===== src/rtl/trap_type_arbiter.sv =====
// Latches hardware/software trap requests and presents the fixed-priority winner's tt code.
// Latency: request edge -> tt_valid two edges later; the presented trap holds until trap_ack.
module trap_type_arbiter #(
  parameter int                  NUM_SRC  = 8,
  parameter int                  TT_WIDTH = 8,
  parameter logic [TT_WIDTH-1:0] TT_BASE  = 8'h01
) (
  input  logic                clk,
  input  logic                reset,
  input  logic [NUM_SRC-1:0]  trap_req,
  input  logic                sw_trap,
  input  logic [31:0]         sw_operand,
  input  logic                et,
  input  logic                trap_ack,
  output logic                tt_valid,
  output logic [TT_WIDTH-1:0] tt_out,
  output logic [NUM_SRC:0]    pending,
  output logic                error_mode
);

  localparam int SELW = $clog2(NUM_SRC + 1);

  typedef enum logic [1:0] {IDLE, PRESENT, ERROR} state_t;

  state_t              state, state_nxt;
  logic [NUM_SRC:0]    pend_q, pend_nxt, clr, set_vec;
  logic [TT_WIDTH-1:0] sw_tt_q, tt_q, hw_tt;
  logic [SELW-1:0]     sel_q, win_idx;
  logic                latch_win, ack_take, sw_accept;
  logic                unused_operand_bits;

  assign unused_operand_bits = ^sw_operand[31:TT_WIDTH-1];

  // Lowest set index wins; the software bit sits at the top, so it loses to all hardware sources.
  always_comb begin
    win_idx = '0;
    for (int i = NUM_SRC; i >= 0; i--) begin
      if (pend_q[i]) win_idx = SELW'(i);
    end
  end

  assign hw_tt = TT_BASE + TT_WIDTH'(win_idx);

  always_comb begin
    state_nxt = state;
    latch_win = 1'b0;
    ack_take  = 1'b0;
    case (state)
      IDLE: begin
        if (|pend_q) begin
          if (et) begin
            state_nxt = PRESENT;
            latch_win = 1'b1;
          end else begin
            state_nxt = ERROR;
          end
        end
      end
      PRESENT: begin
        if (trap_ack) begin
          state_nxt = IDLE;
          ack_take  = 1'b1;
        end
      end
      ERROR:   state_nxt = ERROR;
      default: state_nxt = IDLE;
    endcase
  end

  always_comb begin
    clr = '0;
    for (int i = 0; i <= NUM_SRC; i++) begin
      clr[i] = ack_take && (sel_q == SELW'(i));
    end
  end

  // A new request on the ack edge of the same source re-arms the bit (set beats clear).
  assign sw_accept = sw_trap && (!pend_q[NUM_SRC] || clr[NUM_SRC]);
  assign set_vec   = {sw_accept, trap_req};
  assign pend_nxt  = (pend_q & ~clr) | set_vec;

  always_ff @(posedge clk) begin
    if (reset) begin
      state   <= IDLE;
      pend_q  <= '0;
      sw_tt_q <= '0;
      tt_q    <= '0;
      sel_q   <= '0;
    end else begin
      state  <= state_nxt;
      pend_q <= pend_nxt;
      if (sw_accept) sw_tt_q <= {1'b1, sw_operand[TT_WIDTH-2:0]};
      if (latch_win) begin
        sel_q <= win_idx;
        tt_q  <= (win_idx == SELW'(NUM_SRC)) ? sw_tt_q : hw_tt;
      end
    end
  end

  assign tt_valid   = (state == PRESENT);
  assign error_mode = (state == ERROR);
  assign tt_out     = tt_q;
  assign pending    = pend_q;

endmodule

===== config.mk =====
export PLATFORM = sky130hd
export DESIGN_NAME = trap_type_arbiter
export DESIGN_NICKNAME = d
export VERILOG_FILES = /design/src/rtl/trap_type_arbiter.sv
export SDC_FILE = /design/constraint.sdc
export NUM_CORES = 1
export LEC_CHECK = 0
export ABC_AREA = 0
export ABC_CLOCK_PERIOD_IN_PS = 3100
export CORE_ASPECT_RATIO = 1.5
export CORE_MARGIN = 2
export CORE_UTILIZATION = 45
export CTS_CLUSTER_SIZE = 25
export DETAILED_ROUTE_END_ITERATION = 16
export PLACE_DENSITY = 0.95
export RECOVER_POWER = 100
export SETUP_SLACK_MARGIN = 0.1
export SYNTH_ARGS = -nofsm -noshare
export SYNTH_HDL_FRONTEND = slang
export SYNTH_SLANG_ARGS = --single-unit
export TNS_END_PERCENT = 20

===== constraint.sdc =====
create_clock -name clk -period 3.1 [get_ports clk]
set_clock_uncertainty 0.2 [all_clocks]
set_input_delay 0.62 -clock clk [delete_from_list [all_inputs] [get_ports clk]]
set_output_delay 0.62 -clock clk [all_outputs]
set_load 0.02 [all_outputs]

==> results of run 1 <==
[routing by layer]
metal	global-route usage	up-vias
met1	0.195	630
met3	0.0714	5
met2	0.330	35
li1	-	679
met5	0	-
met4	0.105	0
[area by class of cell]
cell class	instances	area [um^2]	share of cell area
Tap cell	40	50.0	0.0252
Sequential cell	31	621	0.313
Inverter	12	45.0	0.0227
Clock buffer	6	72.6	0.0365
Timing Repair Buffer	40	395	0.199
Multi-Input combinational cell	120	772	0.389
Clock inverter	1	30.0	0.0151
[how the worst min path moves through the flow]
stage,startpoint,endpoint,slack (ps),depth (start not counted)
2_1_floorplan,sw_tt_q[7],sw_tt_q[7],240,2
3_3_place_gp,sw_tt_q[7],sw_tt_q[7],260,2
3_5_place_dp,sw_tt_q[3],sw_tt_q[3],260,2
4_1_cts,sw_tt_q[3],sw_tt_q[3],280,2
5_1_grt,sw_tt_q[5],sw_tt_q[5],310,2
6_report,sw_tt_q[0],sw_tt_q[0],280,2
[kinds of logic (layout without fill, tap and decap cells)]
kind of cell,after synthesis,count (layout)
flip-flops,31,31
adder cells (fa/ha/maj),2,2
multiplexers,8,8
AO/OA/AOI/OAI,43,43
AND/OR/NAND/NOR,67,67
buffers and inverters,21,59
[registers in the layout, summed over array words and instances, names as in the netlist]
name     flops
pending      9
tt_out       8
state        2
sel_q        4
sw_tt_q      8
[placed cells by master (no fill, tap or decap), types with 2 or more instances in the layout]
| cell type | n |
|---|---|
| nand2_1 | 6 |
| clkdlybuf4s50_1 | 17 |
| ha_1 | 2 |
| nor3_1 | 4 |
| nor2_1 | 16 |
| nand3b_1 | 2 |
| mux2i_1 | 8 |
| o221ai_1 | 2 |
| nor4_1 | 3 |
| dlygate4sd3_1 | 21 |
| nand2b_1 | 17 |
| dfxtp_1 | 31 |
| o21ai_0 | 9 |
| a21oi_1 | 17 |
| nand4_1 | 2 |
| nor2b_1 | 5 |
| inv_1 | 12 |
| buf_4 | 2 |
| nand3_1 | 2 |
| clkbuf_8 | 5 |
| a22oi_1 | 5 |
[where the power goes]
group	total (W)	switching, W	internal, W
combinational	0.000182	0.0000952	0.0000864
clock	0.000379	0.000144	0.000235
sequential	0.000449	0.0000247	0.000424
total	0.00101	0.000263	0.000746
[worst max-delay path: cells and delay by family]
family                 cells  cell delay [ps]
AO/OA/AOI/OAI              1              200
buffers and inverters      1              560
AND/OR/NAND/NOR            3             1180
[metrics by stage]
step	hold WS, ps	instances
after floorplan	237	172
after global placement	256	243
after detailed placement	263	243
after CTS	280	250
after global routing	307	250
final	280	250
==> run_results.csv, run 1 <==
group,metric,value,unit
yosys,synth.avg_cell_area,8.71,um^2
timing,tightestPinTransition,623,ps
floorplan,rows,25,
yosys,synthAdderAreaFrac,0.0167,
clocking,cts_root_buffer,"clkbuf_8",
clocking,postCtsSetupBuffers,0,
yosys,async_flop_share,0,
timing,fin_ws,570,ps
yosys,synth_top_area_frac,0.414,
critical_path,end_kind,"flop",
detailed_routing,postRouteAntennaNets,0,
yosys,synth-seq-cells,31,
critical_path,crit_end,"tt_out[4]",
yosys,syn_area,1500,um^2
yosys,yosys.cell_count.top_type,"dfxtp_1",
detailed_routing,wl_per_cell,13.1,um
cells_and_area,fillers,291,
clocking,path_clk_slew,60,ps
detailed_routing,vias,1349,
global_routing,grt_pass1_vias,1256,
clocking,cts_tree,"built",
critical_path,regToRegEndpoint,"tt_out[4]",
detailed_routing,drtIter0Drc,21,
global_routing,antenna_found_initial,0,
placement,place_ws,548,ps
floorplan,dieWidth,51.1,um
critical_path,crit_fanout,4,
yosys,syn_inst,172,
cells_and_area,syn2layout_area_growth,32.6,%
power,ir_drop,0.000294,V
critical_path,max_stage_delay,560,ps
critical_path,start_kind,"primary input",
placement,port_buffers,38,
detailed_routing,met3WireLength,160,um
detailed_routing,drt-met1-wl,1280,um
placement,placed_cell_area,1900,um^2
detailed_routing,drc_errors,0,
clocking,clkLatencyLatePin,290,ps
yosys,netlist-cell-type-count,40,
global_routing,grt_pass1_wl,5320,um
yosys,ys_warn_count,0,
detailed_routing,routed-wl-met2,1780,um
power,power,0.00101,W
timing,finalCritPeriodShare,0.816,
yosys,synth_top_area_cell,"dfxtp_1",
global_routing,grt_overflow,0,
critical_path,cp_cell_sequence,"dlygate4sd3_1 -> or3b_2 -> nor4_1 -> a22oi_1 -> nor2_1",
timing,relSlewSlack,0.581,
power,leakagePower,0.795,nW
cells_and_area,finish.instance_area,1990,um^2
critical_path,r2r.worst_path.cells,9,
timing,fmax,0.395,GHz
flow_run,maxCapViolations,0,
clocking,clock_path_buffers,2,
critical_path,startpoint,"et",
status,outcome,"complete, no violations",
yosys,syn_nets,219,
detailed_routing,routed_wl,3280,um
critical_path,reg2reg_slack,620,ps
min_path,hp-class,"flop to flop",
detailed_routing,viasPerCell,5.40,
placement,place_hpwl,2370,um
detailed_routing,drt-pass1-iter-count,4,
power,power_density,508,nW/um^2
clocking,clkSinkCount,31,
clocking,cts_made_buffers,5,
floorplan,core,3160,um^2
detailed_routing,dr.max_layer_used,"met4",
timing,slew_violations,0,
yosys,synth.area.mux_share,0.0535,
critical_path,path_class,"primary input to flop",
yosys,ys_top_cells_by_count,"31 x dfxtp_1, 17 x a21oi_1, 17 x nand2b_1",
yosys,synth_simple_gate_area_frac,0.267,
placement,finalWeightedCongestion,0.832,
timing,fin_tns_setup,0,ps
clocking,cts_max_level,2,
global_routing,grt_max_degree,41,
critical_path,r2r_start,"pending[2]",
floorplan,die_area,3820,um^2
floorplan,start_util,0.474,
timing,min_period,2530,ps
yosys,synth_top_family_by_area,"simple AND/OR/NAND/NOR gates",
clocking,postCtsResizedCells,0,
timing,rsz0062_at_grt,"no",
critical_path,cpMaxStageDelayCell,"dlygate4sd3_1",
clocking,hold_buffers,0,
yosys,synth_compound_area_frac,0.188,
timing,hold_viol_final,0,
timing,setup_viol,0,
yosys,synth.top_cells.by_area,"dfxtp_1 41%, nand2b_1 7.1%, a21oi_1 5.7%, mux2i_1 5.3%, nor2_1 4.0%",
yosys,seq_area_frac_synth,0.414,
yosys,synth_xor_area_frac,0,
critical_path,crit_required,3120,ps
cells_and_area,nNetsFinal,257,
floorplan,fp.dieH,74.7,um
global_routing,grt_usage,0.190,
yosys,synth-edff-count,0,
cells_and_area,antenna_cells,0,
cells_and_area,final_util,0.629,
yosys,synth_ff_type,"dfxtp_1",
critical_path,cp.arrival,2550,ps
cells_and_area,drive_gt1_frac,0.0667,
floorplan,ios,64,
No activity file was read; power rests on OpenSTA's default activity.
==> inputs of run 2 (changes only) <==
--- a/config.mk
+++ b/config.mk
@@ -6,13 +6,13 @@
 export NUM_CORES = 1
 export LEC_CHECK = 0
 export ABC_AREA = 0
-export ABC_CLOCK_PERIOD_IN_PS = 3100
+export ABC_CLOCK_PERIOD_IN_PS = 2300
 export CORE_ASPECT_RATIO = 1.5
 export CORE_MARGIN = 2
-export CORE_UTILIZATION = 45
+export CORE_UTILIZATION = 38
 export CTS_CLUSTER_SIZE = 25
 export DETAILED_ROUTE_END_ITERATION = 16
-export PLACE_DENSITY = 0.95
+export PLACE_DENSITY = 0.87
 export RECOVER_POWER = 100
 export SETUP_SLACK_MARGIN = 0.1
 export SYNTH_ARGS = -nofsm -noshare
==> constraint.sdc (replaced) <==
create_clock -name clk -period 2.3 [get_ports clk]
set_clock_uncertainty 0.2 [all_clocks]
set_input_delay 0.46 -clock clk [delete_from_list [all_inputs] [get_ports clk]]
set_output_delay 0.46 -clock clk [all_outputs]
set_load 0.02 [all_outputs]
==> run_results.csv, run 2 (synthesis results as in run 1) <==
group,metric,value,unit
placement,place_inst,256,
cells_and_area,largest_reg_flops,9,
floorplan,start_util,0.389,
detailed_routing,drc_errors,0,
flow_run,maxCapViolations,0,
detailed_routing,drtIter0Drc,30,
power,swShare,0.279,
floorplan,ios,64,
cells_and_area,syn2layout_area_growth,40.3,%
cells_and_area,nNetsFinal,268,
cells_and_area,final_util,0.545,
clocking,clock_path_buffers,2,
floorplan,core,3850,um^2
global_routing,grt_max_degree,29,
global_routing,antenna_found_initial,0,
global_routing,grt_usage,0.161,
detailed_routing,postRouteAntennaNets,0,
critical_path,start_kind,"flop",
status,outcome,"complete, no violations",
power,switching_power,0.000381,W
critical_path,crit_end,"pending[2]",
clocking,cts_max_level,2,
timing,hold_slack,273,ps
cells_and_area,mostFrequentLayoutCells,"30 x dfxtp_1, 21 x clkdlybuf4s50_1, 17 x a21oi_1, 17 x nand2b_1, 17 x dlygate4sd3_1",
timing,tightestPinTransition,452,ps
clocking,cts_tree,"built",
power,power_frac_comb,0.205,
critical_path,startpoint,"pending[2]",
timing,finalCritPeriodShare,0.947,
power,leakagePower,0.834,nW
timing,min_period,2180,ps
detailed_routing,wl_per_cell,12.8,um
placement,finalWeightedCongestion,0.783,
clocking,cts_made_buffers,5,
critical_path,r2r_start,"pending[6]",
timing,hold_viol_final,0,
floorplan,die_area,4470,um^2
cells_and_area,drive_gt1_frac,0.135,
critical_path,r2r.worst_path.cells,6,
floorplan,fp.dieH,80.9,um
placement,place_hpwl,2470,um
critical_path,cp.arrival,1520,ps
detailed_routing,drt-pass1-iter-count,4,
power,power_density,649,nW/um^2
placement,port_buffers,38,
power,seqPwrFrac,0.442,
critical_path,reg2reg_slack,160,ps
critical_path,path_class,"flop to output port",
timing,fmax,0.459,GHz
detailed_routing,vias,1372,
detailed_routing,routed_wl,3410,um
power,clock_power_share,0.352,
clocking,hold_buffers,0,
min_path,hp-class,"flop to flop",
clocking,path_clk_slew,70,ps
floorplan,dieWidth,55.3,um
power,cell_internal_pwr,0.000983,W
cells_and_area,fin_cells,267,
critical_path,end_kind,"output port",
critical_path,crit_required,1640,ps
timing,relSlewSlack,0.696,
power,ir_drop,0.000513,V
clocking,clkLatencyLatePin,290,ps
cells_and_area,antenna_cells,0,
critical_path,regToRegEndpoint,"sel_q[1]",
global_routing,grt_overflow,0,
timing,slew_violations,0,
clocking,cts_root_buffer,"clkbuf_8",
timing,fin_tns_setup,0,ps
detailed_routing,viasPerCell,5.14,
timing,rsz0062_at_grt,"yes",
cells_and_area,layout.cells.most_common,"dfxtp_1",
critical_path,crit_fanout,5,
global_routing,grt_pass1_vias,1309,
clocking,clkSinkCount,31,
timing,setup_viol,0,
floorplan,rows,28,
global_routing,grt_pass1_wl,5660,um
==> run 2: changes by cell type in the layout (fill, tap and decap cells not counted), moves of 2 or more <==
cell | before | now
buf_4 | 2 | 9
clkbuf_8 | 5 | 7
clkdlybuf4s50_1 | 17 | 21
dlygate4sd3_1 | 21 | 17
==> run 2: layout make-up <==
cell class              instances  area, um^2
well taps                      45        56.3
multi-input cells             120         793
flip-flops and latches         31         622
repair buffers                 51         480
inverters                      12        45.0
fillers                       367        1750
clock buffers                   7        96.3
clock inverters                 1        7.51
==> run 2: worst min path at each step <==
stage / startpoint / endpoint / slack, ps / cells past startpoint
floorplan: sw_tt_q[7] / sw_tt_q[7] / 240 / 2
global placement: sw_tt_q[7] / sw_tt_q[7] / 250 / 2
CTS: sw_tt_q[3] / sw_tt_q[3] / 270 / 2
finish: sw_tt_q[3] / sw_tt_q[3] / 270 / 2
global route: sw_tt_q[4] / sw_tt_q[4] / 310 / 2
detailed placement: sw_tt_q[3] / sw_tt_q[3] / 260 / 2
==> run 2: critical path, stage by stage, from the launching register on <==
cell,delay (ps)
dfxtp_1,390
buf_4,160
dlygate4sd3_1,670
==> run 2: power groups by stage <==
stage                     clock network, W  logic (W)  registers, W
after floorplan                          0   0.000139      0.000630
after global placement                   0   0.000273      0.000614
after detailed placement                 0   0.000278      0.000615
after CTS                         0.000491   0.000283      0.000604
after global routing              0.000517   0.000307      0.000608
final                             0.000480   0.000280      0.000603
==> run 2: repair_timing <==
item                       CTS  global route
resized for setup            4             4
pin swaps                    2             4
setup buffers                1             2
setup endpoints to repair    5            12
==> run 2: per-layer routing <==
layer  global-route usage  part of all wire
met1                0.175              0.41
met2                0.287              0.52
met3               0.0382             0.046
met4               0.0927             0.023
met5                    0                 0
==> run 2: through the flow <==
step / power, W / worst slack [ps] / instance area [um^2]
6_report: 0.00136 / 123 / 2100
5_1_grt: 0.00143 / 57.0 / 2100
4_1_cts: 0.00138 / 101 / 2100
3_5_place_dp: 0.000892 / -35.1 / 1980
3_3_place_gp: 0.000887 / -8.74 / 1980
2_1_floorplan: 0.000769 / 171 / 1500
